`config.mk`:
```
export PLATFORM = sky130hd
export DESIGN_NAME = demux_param_reg
export DESIGN_NICKNAME = d
export VERILOG_FILES = /design/src/rtl/demux_param_reg_pkg.sv /design/src/rtl/demux_param_reg_lane.sv /design/src/rtl/demux_param_reg.sv
export SDC_FILE = /design/constraint.sdc
export NUM_CORES = 1
export LEC_CHECK = 0
export ABC_AREA = 1
export BUFFER_PORTS_ARGS = -buffer_cell sky130_fd_sc_hd__buf_2
export CORE_UTILIZATION = 30
export CTS_BUF_LIST = sky130_fd_sc_hd__clkbuf_8
export DETAILED_ROUTE_END_ITERATION = 6
export SLEW_MARGIN = 30
export SYNTH_ARGS = -nofsm -noshare
export SYNTH_HDL_FRONTEND = slang
export SYNTH_SLANG_ARGS = --single-unit
```
`constraint.sdc`:
```
create_clock -name clk -period 1.9 [get_ports clk]
set_clock_uncertainty 0.2 [all_clocks]
set_input_delay 0.095 -clock clk [delete_from_list [all_inputs] [get_ports clk]]
set_output_delay 0.095 -clock clk [all_outputs]
set_load 0.1 [all_outputs]
```
`src/rtl/demux_param_reg_pkg.sv`:
```
// Shared definitions for the registered 1-to-N demultiplexer: default sizes
// and the per-lane next-state operation decode.
package demux_param_reg_pkg;

    localparam int DEFAULT_WIDTH = 32;
    localparam int DEFAULT_N     = 4;

    typedef enum logic [1:0] {
        LANE_HOLD  = 2'b00,
        LANE_DRAIN = 2'b01,
        LANE_LOAD  = 2'b10,
        LANE_SWAP  = 2'b11
    } lane_op_e;

    // A swap is a drain and a load on the same edge; the lane stays full.
    function automatic lane_op_e lane_op(input logic load, input logic drain);
        lane_op_e op;
        case ({load, drain})
            2'b10:   op = LANE_LOAD;
            2'b01:   op = LANE_DRAIN;
            2'b11:   op = LANE_SWAP;
            default: op = LANE_HOLD;
        endcase
        return op;
    endfunction

endpackage

```
`src/rtl/demux_param_reg_lane.sv`:
```
// One-entry holding register for a single output lane of demux_param_reg.
// Data keeps its last value when the lane drains without a reload.
module demux_param_reg_lane
    import demux_param_reg_pkg::*;
#(
    parameter int WIDTH = DEFAULT_WIDTH
) (
    input  logic             clk,
    input  logic             rst_n,
    input  logic             load,
    input  logic [WIDTH-1:0] load_data,
    input  logic             out_ready,
    output logic [WIDTH-1:0] lane_data,
    output logic             lane_vld
);

    logic [WIDTH-1:0] data_q;
    logic [WIDTH-1:0] data_d;
    logic             vld_q;
    logic             vld_d;
    logic             drain;

    assign drain = vld_q & out_ready;

    always_comb begin
        data_d = data_q;
        vld_d  = vld_q;
        case (lane_op(load, drain))
            LANE_LOAD, LANE_SWAP: begin
                data_d = load_data;
                vld_d  = 1'b1;
            end
            LANE_DRAIN: vld_d = 1'b0;
            default: ;
        endcase
    end

    always_ff @(posedge clk or negedge rst_n) begin
        if (!rst_n) begin
            data_q <= '0;
            vld_q  <= 1'b0;
        end else begin
            data_q <= data_d;
            vld_q  <= vld_d;
        end
    end

    assign lane_data = data_q;
    assign lane_vld  = vld_q;

endmodule

```
`src/rtl/demux_param_reg.sv`:
```
// Registered 1-to-N demultiplexer with valid/ready flow control: steers each
// accepted input beat into the holding register of the lane picked by in_sel.
module demux_param_reg
    import demux_param_reg_pkg::*;
#(
    parameter  int WIDTH = DEFAULT_WIDTH,
    parameter  int N     = DEFAULT_N,
    localparam int SELW  = $clog2(N)
) (
    input  logic             clk,
    input  logic             rst_n,
    input  logic [WIDTH-1:0] in_data,
    input  logic [SELW-1:0]  in_sel,
    input  logic             in_valid,
    output logic             in_ready,
    output logic [WIDTH-1:0] out_data [N-1:0],
    output logic [N-1:0]     out_valid,
    input  logic [N-1:0]     out_ready,
    output logic             busy
);

    logic [N-1:0] sel_hit;
    logic [N-1:0] lane_load;
    logic         accept;

    // Select values at or above N match no lane, so in_ready stays low for them.
    always_comb begin
        sel_hit = '0;
        for (int i = 0; i < N; i++) begin
            sel_hit[i] = (in_sel == SELW'(i));
        end
    end

    assign in_ready  = |(sel_hit & (~out_valid | out_ready));
    assign accept    = in_valid & in_ready;
    assign lane_load = sel_hit & {N{accept}};
    assign busy      = |out_valid;

    for (genvar g = 0; g < N; g++) begin : g_lane
        demux_param_reg_lane #(
            .WIDTH (WIDTH)
        ) u_lane (
            .clk       (clk),
            .rst_n     (rst_n),
            .load      (lane_load[g]),
            .load_data (in_data),
            .out_ready (out_ready[g]),
            .lane_data (out_data[g]),
            .lane_vld  (out_valid[g])
        );
    end

endmodule

```
[Word-level counts from Yosys, hierarchy flattened]
Index checks and enable logic that the tools add are counted.
Operators by class
  multiplexer cells: 8
  reduce and logical (&&, ||, !) cells: 11
  equal/unequal tests: 27
  bitwise operators: 9
Operator list (count)
  == test 2 bit, second input constant: 18
  one-hot mux 2 bit (3 select lines): 4
  == test 2 x 1 -> 1 bit, second input constant: 9
  bitwise AND 4 bit: 2
  one-hot mux 1 bit (2 select lines): 4
  nonzero test 2 bit: 4
  OR reduction 2 bit: 4
  OR reduction 4 bit: 2
  bitwise AND 1 bit: 5
  inverter 4 bit: 1
  OR 4 bit: 1
  zero test 2 bit: 1
Word-level totals
  input bits: 41
  output and inout port bits: 134
  word-level logic and storage cells: 63
  register bits after elaboration: 132

[Longest topological paths before layout]
Gate-level depths: netlist of the first run.
  depth after elaboration: 11
  depth in mapped cells: 10

[By module]
From an unflattened synthesis of the first run, not the netlist that was laid out.
Second synthesis, totals
  cell total of the unflattened synthesis: 594
  area, all modules: 5440.2 um2
By module, submodules not included
  demux_param_reg_lane: instances 4, cells an instance 140, area an instance 1326.3 um2
  demux_param_reg: instances 1, cells an instance 34, area an instance 135.1 um2

[Worst setup path after synthesis of the first run]
Ideal clock, no wire load.
  path type: register to register
  from: reg g_lane[0].u_lane.vld_q
  to: reg g_lane[1].u_lane.data_q[0]
  stages on the path, launching flop included: 9
  path buffers: 1
  setup slack: 0.208 ns
  data required time: 1.632 ns
  setup time: 0.068 ns
  arrival time: 1.424 ns
  period minus slack after synthesis: 1.692 ns
  cell sequence: dfrtp_1 > nand2_1 > nand2_1 > nand2_1 > inv_2 > nand2_4 > buf_2 > nand4_1 > nand2_1
Between the ends
  longest elaborated chain between the ends: 10
  elaborated cells between the ends (all ways): 13
  classes of those cells: 5 x eq/ne; 1 x mux; 5 x bitwise; 2 x reduce/logical
RTL lines
  start, declared: RTL line demux_param_reg_lane.sv:19  | logic vld_q;
  start signal, assigned: RTL line demux_param_reg_lane.sv:44  | vld_q <= vld_d;
  inverter 4 bit (*): RTL line demux_param_reg.sv:34  | assign in_ready = |(sel_hit & (~out_valid | out_ready));
  OR 4 bit (*): RTL line demux_param_reg.sv:34
  bitwise AND 4 bit (*): RTL line demux_param_reg.sv:34
  OR reduction 4 bit (*): RTL line demux_param_reg.sv:34
  via in_ready: RTL line demux_param_reg.sv:15  | output logic in_ready,
  bitwise AND 1 bit (*): RTL line demux_param_reg.sv:35  | assign accept = in_valid & in_ready;
  bitwise AND 4 bit (*): RTL line demux_param_reg.sv:36  | assign lane_load = sel_hit & {N{accept}};
  == test 2 bit / == test 2 x 1 -> 1 bit (equally long branches): RTL line demux_param_reg_pkg.sv:18  | case ({load, drain})
  one-hot mux 2 bit (3 select lines) (*): RTL line demux_param_reg_pkg.sv:18
  == test 2 bit: RTL line demux_param_reg_lane.sv:28  | case (lane_op(load, drain))
  OR reduction 2 bit (*): RTL line demux_param_reg_lane.sv:28
  end signal, assigned: RTL line demux_param_reg_lane.sv:43  | data_q <= data_d;
  end, declared: RTL line demux_param_reg_lane.sv:17  | logic [WIDTH-1:0] data_q;
Mark *: on every way through the listed nets, which the timed path passes. The rest lies on a longest branch.
A chain may end at the register's enable or synchronous reset.

[Worst setup path in the final report of the first run]
  from: reg g_lane[3].u_lane.vld_q
  to: out busy
Between the ends
  longest elaborated chain between the ends: 1
RTL lines
  start, declared: RTL line demux_param_reg_lane.sv:19
  start signal, assigned: RTL line demux_param_reg_lane.sv:44
  OR reduction 4 bit: RTL line demux_param_reg.sv:37  | assign busy = |out_valid;
  end, declared: RTL line demux_param_reg.sv:19  | output logic busy
No other way between the ends.

==> summary.txt, run 1 <==
P_leak -> 4.094 nW
Most frequent cells in the layout -> 271 x nand2_1, 170 x buf_2, 132 x dfrtp_1, 128 x nand4_1, 39 x dlygate4sd3_1
Pin count of the biggest net entering global routing -> 75
Int Pwr -> 5.606 mW
Number of global-route vias before repair -> 5,162
Post-Syn Area -> 5568 um2
Synth Instances -> 606
Worst Path Required -> 1600 ps
Clock sink count -> 132
Final worst slack -> 38.59 ps
Routed WL -> 17,690 um
Die area -> 19,110 um2
Antenna Violating Nets Remaining -> 0
Ratio of cells with drive above 1 in the final layout -> 0.2931
Port Buf Inserts -> 174
Worst-path clk slew -> 80 ps
Worst Tran Pin Value -> 575.1 ps
Status -> complete, but fails checks
Number of CTS-inserted buffers -> 17
DP Area -> 6639 um2
Final hold vios -> 0
# DRC -> 24
Reg2Reg Launch Point -> g_lane[2].u_lane.lane_vld
Switching power -> 6.855 mW
Synth Area in Adders -> 0
Die height -> 138.2 um
Fin nets -> 841
Clk root buf -> clkbuf_8
Commonest non-fill, non-tap cell in the layout -> nand2_1
Final setup TNS -> 0 ps
Routed len/inst -> 16.99 um
Fin. max-slew vios -> 0
Post-synth top area cell -> dfrtp_1
Area of the core -> 18,090 um2
Diode count -> 0
Largest family of logic cells by synthesized area -> simple AND/OR/NAND/NOR gates
H-tree levels -> 4
# IOs -> 175
Clock Power Share -> 0.207
Top cell type's share of synthesized area -> 0.5933
Post-Synth XOR/XNOR Area -> 0
TritonRoute pass-1 iters -> 7
Syn-to-layout area delta -> 34.52%
Sequential group share of total power -> 0.300
Net Count, Synth -> 647
Max-slew headroom -> 0.6166
Max Cap Viol -> 0
Flop and latch count out of synthesis -> 132
Crit path kind -> register to primary output
DP HPWL -> 10,840 um
Simple-Gate Fraction of Synth Area -> 0.3422
Final Cell Area -> 7490 um2
Final setup violation count -> 0
Gr usage total -> 0.1910
Area contributors post-synth -> dfrtp_1 59%, nand2_1 18%, nand4_1 14%, buf_6 2.2%, clkbuf_1 2.1%
Combinational fraction of design power -> 0.494
F_max -> 537.2 MHz
CTS tree -> built
Count of different cell masters after synthesis -> 15
Crit Path Max Fanout -> 3
Final period utilization -> 0.9797
Post-synthesis mux area share -> 0
First-pass GRT wire length -> 28,630 um
Critical path capture point type -> primary output
Clock Path Buffers -> 2
GPL Wtd Cong -> 0.7602
Num rows -> 49
Setup bufs post-CTS -> 0
Worst EP arrival -> 1570 ps
Maximum VDD drop -> 863.4 uV
Antenna violations before repair -> 0
Final global-route overflow total -> 0
Min Tclk post-route -> 1861 ps
Hold crit path type -> input pin to register
Via count -> 5,148
DR iter-0 viols -> 334
Yosys warns -> 0
Register area share after synthesis -> 0.5933
Worst setup SP type -> register
Switching part of the total -> 0.5501
Failing checks -> DRC
Hold_sp -> in_sel[0]
RSZ-0062 raised after global routing -> yes
Die Width -> 138.2 um
Setup crit start -> g_lane[3].u_lane.lane_vld
Clock Latency Late Sink -> 440 ps
Initial Util -> 0.3079
Dpl ws -> 199.6 ps
Vias per cell -> 4.945
PD cells -> 1664 nW/um2
Post-Syn Area per Cell -> 9.188 um2
Post-synthesis compound-gate area fraction -> 0
[routing by layer]
layer	up-vias	track usage	wire length [um]
li1	2435	-	-
met1	2520	0.2537	8060
met2	175	0.3040	8471
met3	18	0.04572	933
met4	0	0.06919	221
met5	-	0	0
[worst max-delay path, stage by stage, from the launching register on]
cell and delay (ps):
dfrtp_1 390, or4_4 550, buf_12 180
[sequential cells by signal (all words and copies together) (netlist names)]
| name | flops |
|---|---|
| g_lane.u_lane.lane_data | 128 |
| g_lane.u_lane.lane_vld | 4 |
[cell usage after synthesis (all sizes together)]
| cell type | count |
|---|---|
| or4 | 1 |
| nand2 | 272 |
| buf | 26 |
| dfrtp | 132 |
| clkbuf | 31 |
| nand3 | 4 |
| inv | 9 |
| nor2 | 3 |
| nand4 | 128 |
[power by group through the flow]
stage	logic (mW)	registers, mW	clock network (mW)
finish	6.15	3.73	2.57
floorplan	0.800	7.99	0
CTS	6.16	3.74	2.65
detailed placement	6.09	3.78	0
global route	6.38	3.80	2.75
global placement	6.04	3.79	0
[repair_timing]
action	in CTS	in global routing
setup endpoints to repair	1	4
pin swaps	1	2
gates resized for setup	5	1
hold buffers	39	0
endpoints found under the hold margin	264	0
gates cloned	0	1
[layout make-up]
cell class / instances / area, um2
inverter: 9 / 33.78
multi-input combinational: 409 / 1934
clock buffer: 17 / 234.0
fill: 1792 / 10600
clock inverter: 14 / 187.7
tap: 229 / 286.5
sequential: 132 / 3303
timing repair buffer: 231 / 1510
[metrics by stage]
| stage | total power [mW] | util | hold slack, ps | cells |
|---|---|---|---|---|
| after detailed placement | 9.864 | 0.3671 | -143.2 | 970 |
| after global routing | 12.93 | 0.4141 | 170.5 | 1041 |
| final | 12.46 | 0.4141 | 158.0 | 1041 |
| after floorplan | 8.785 | - | -400.6 | 606 |
| after global placement | 9.832 | 0.3671 | -140.8 | 970 |
| after CTS | 12.55 | 0.4130 | 123.0 | 1040 |
[final timing paths]
path | cells past startpoint | slack [ps] | endpoint
max in group asynchronous | 4 | 410 | g_lane[3].u_lane.lane_data[15]
setup reg to reg | 8 | 270 | g_lane[0].u_lane.lane_data[19]
min in group asynchronous | 3 | 480 | g_lane[0].u_lane.lane_data[1]
setup / recovery | 2 | 40 | busy
hold / removal | 5 | 160 | g_lane[0].u_lane.lane_data[29]
hold reg to reg | 2 | 270 | g_lane[0].u_lane.lane_data[10]
[logic make-up (layout without fill, tap and decap cells)]
logic type | Yosys count | count (layout)
buf+inv | 66 | 271
flops | 132 | 132
simple gates | 408 | 409
(Power assumes the default switching activity.)
==> inputs of run 2 (changes only) <==
--- a/config.mk
+++ b/config.mk
@@ -8,3 +8,2 @@
 export ABC_AREA = 1
-export BUFFER_PORTS_ARGS = -buffer_cell sky130_fd_sc_hd__buf_2
 export CORE_UTILIZATION = 30
@@ -12,2 +11,3 @@
 export DETAILED_ROUTE_END_ITERATION = 6
+export DONT_BUFFER_PORTS = 1
 export SLEW_MARGIN = 30
--- a/constraint.sdc
+++ b/constraint.sdc
@@ -4,2 +4,2 @@
 set_output_delay 0.095 -clock clk [all_outputs]
-set_load 0.1 [all_outputs]
+set_load 0.005 [all_outputs]
==> run 2 against run 1 <==
Net effect: the flow finishes with violations (DRC, hold timing); hold slack worse by 1000 ps; global-route usage is 0.51 points lower; first-iteration DRC count is 17% lower; critical path depth is 4 higher; setup slack better by 120 ps; register-to-register slack worse by 50 ps; via count is 11% lower; routed wire length is 2.7% lower; clock power is 12% higher; sequential share of layout area is 6.0 points higher; sequential power is 5.4% higher; critical path type unchanged; largest cell class unchanged; largest power group is now sequential cells.
==> summary.txt, run 2 (same netlist as run 1, synthesis figures left out) <==
Num rows -> 49
Ratio of cells with drive above 1 in the final layout -> 0.09637
Crit path kind -> register to primary output
Commonest non-fill, non-tap cell in the layout -> nand2_1
Syn-to-layout area delta -> 18.45%
Maximum VDD drop -> 424.3 uV
H-tree levels -> 4
Routed len/inst -> 19.93 um
Final global-route overflow total -> 0
FILL cells -> 1,813
Clock Power Share -> 0.374
First-pass GRT wire length -> 27,640 um
Worst setup SP type -> register
Clock sink count -> 132
Vias per cell -> 5.282
Final worst slack -> 156.8 ps
Final setup TNS -> 0 ps
Gr usage total -> 0.1858
PD cells -> 1173 nW/um2
Worst Setup EP -> in_ready
Clock Latency Late Sink -> 430 ps
TritonRoute pass-1 iters -> 6
Area of the core -> 18,090 um2
Switching part of the total -> 0.2878
Number of CTS-inserted buffers -> 17
DP HPWL -> 9735 um
# DRC -> 24
Die Width -> 138.2 um
Clk root buf -> clkbuf_8
Hold crit path type -> input pin to asynchronous set/reset pin
Finished Core Util -> 0.3646
Pin count of the biggest net entering global routing -> 133
Post-CTS Hold Buffers -> 36
Fin nets -> 661
Die area -> 19,110 um2
Most frequent cells in the layout -> 271 x nand2_1, 132 x dfrtp_1, 128 x nand4_1, 36 x dlygate4sd3_1, 22 x clkbuf_8
Final setup violation count -> 0
Reg-to-Reg End -> g_lane[3].u_lane.lane_data[28]
GPL Wtd Cong -> 0.7759
Fin. max-slew vios -> 0
Min Tclk post-route -> 1743 ps
Dpl ws -> 265.2 ps
Port Buf Inserts -> 0
Crit Path Max Fanout -> 19
Max FFs per register -> 128
Worst Path Required -> 1600 ps
Antenna violations before repair -> 1
Setup crit start -> g_lane[3].u_lane.lane_vld
Routed WL -> 17,200 um
Worst-path clk slew -> 80 ps
Max Cap Viol -> 0
Antenna Violating Nets Remaining -> 0
# IOs -> 175
Status -> complete, but fails checks
Setup bufs post-CTS -> 0
P_leak -> 3.336 nW
F_max -> 573.6 MHz
Clock Path Buffers -> 2
RSZ-0062 raised after global routing -> no
Register-to-register setup slack -> 220 ps
Reg2Reg Launch Point -> g_lane[3].u_lane.lane_vld
Final hold vios -> 264
Via count -> 4,558
Switching power -> 2.226 mW
Hold WS -> -845.0 ps
Int Pwr -> 5.509 mW
Combinational fraction of design power -> 0.118
R2R depth -> 8
Failing checks -> DRC, hold timing
Worst EP arrival -> 1450 ps
Critical path capture point type -> primary output
Sequential group share of total power -> 0.508
Initial Util -> 0.3079
DR iter-0 viols -> 276
Max-slew headroom -> 0.6838
Worst Tran Pin Value -> 474.2 ps
CTS tree -> built
Final period utilization -> 0.9175
Die height -> 138.2 um
Number of global-route vias before repair -> 4,660
==> run 2: changes by cell type in the layout (fill, tap and decap cells not counted), sizes merged <==
| cell | delta |
|---|---|
| inv | +1 |
| clkbuf | +6 |
| bufbuf | +1 |
| diode | +1 |
| clkinv | -4 |
| dlygate4sd3 | -3 |
| bufinv | +1 |
| clkinvlp | -2 |
| buf | -178 |
| nand2 | -1 |
==> run 2: worst max-delay path: stages (launching register included) <==
cell and delay (ps):
dfrtp_1 420, nand2_1 110, nand2_1 60, nand2_1 70, inv_2 60, nand2_8 120
buf_16 170
==> run 2: repair_timing <==
item / CTS / global route
hold endpoints to repair: 264 / 264
setup endpoints to repair: 1 / 1
resized for setup: 1 / 1
gates cloned: 1 / 1
==> run 2: worst min-delay path by stage <==
stage	start	to	slack, ps	depth (start not counted)
floorplan	rst_n	g_lane[0].u_lane.lane_data[0]	-400	0
detailed placement	rst_n	g_lane[1].u_lane.lane_data[3]	-400	0
global route	rst_n	g_lane[2].u_lane.lane_data[3]	-890	0
CTS	rst_n	g_lane[3].u_lane.lane_data[31]	-900	0
finish	rst_n	g_lane[1].u_lane.lane_data[2]	-850	0
global placement	rst_n	g_lane[1].u_lane.lane_data[3]	-400	0
==> run 2: layout make-up <==
class | count | area, um2 | share of cell area
flip-flops and latches | 132 | 3303 | 0.5009
multi-input cells | 408 | 1919 | 0.2910
repair buffers | 52 | 555.5 | 0.08423
clock buffers | 22 | 302.8 | 0.04591
well taps | 229 | 286.5 | 0.04345
clock inverters | 10 | 191.4 | 0.02903
inverters | 9 | 33.78 | 0.005122
diodes | 1 | 2.502 | 0.0003794
==> run 2: stage by stage <==
stage / hold WS, ps / area (um2) / power [mW] / instances
after floorplan: -400.6 / 5568 / 4.490 / 606
after global placement: -396.8 / 5664 / 4.718 / 792
after detailed placement: -396.2 / 5664 / 4.754 / 792
after CTS: -896.7 / 6559 / 7.798 / 861
after global routing: -887.4 / 6595 / 8.131 / 863
final: -845.0 / 6595 / 7.735 / 863
==> run 2: power by group through the flow <==
| stage | Clock [mW] | Sequential, mW | Combinational (mW) |
|---|---|---|---|
| 2_1_floorplan | 0 | 3.79 | 0.701 |
| 3_3_place_gp | 0 | 3.98 | 0.739 |
| 3_5_place_dp | 0 | 3.98 | 0.773 |
| 4_1_cts | 2.96 | 3.94 | 0.896 |
| 5_1_grt | 3.06 | 4.00 | 1.07 |
| 6_report | 2.89 | 3.93 | 0.910 |
==> run 2: metal layers <==
metal / global-route usage / up-vias / part of all wire / wire, um
met1: 0.2225 / 2316 / 0.42 / 7180
met2: 0.3050 / 148 / 0.49 / 8389
met4: 0.06150 / 0 / 0.012 / 212
met5: 0 / - / 0 / 0
li1: - / 2084 / - / -
met3: 0.07378 / 10 / 0.082 / 1419
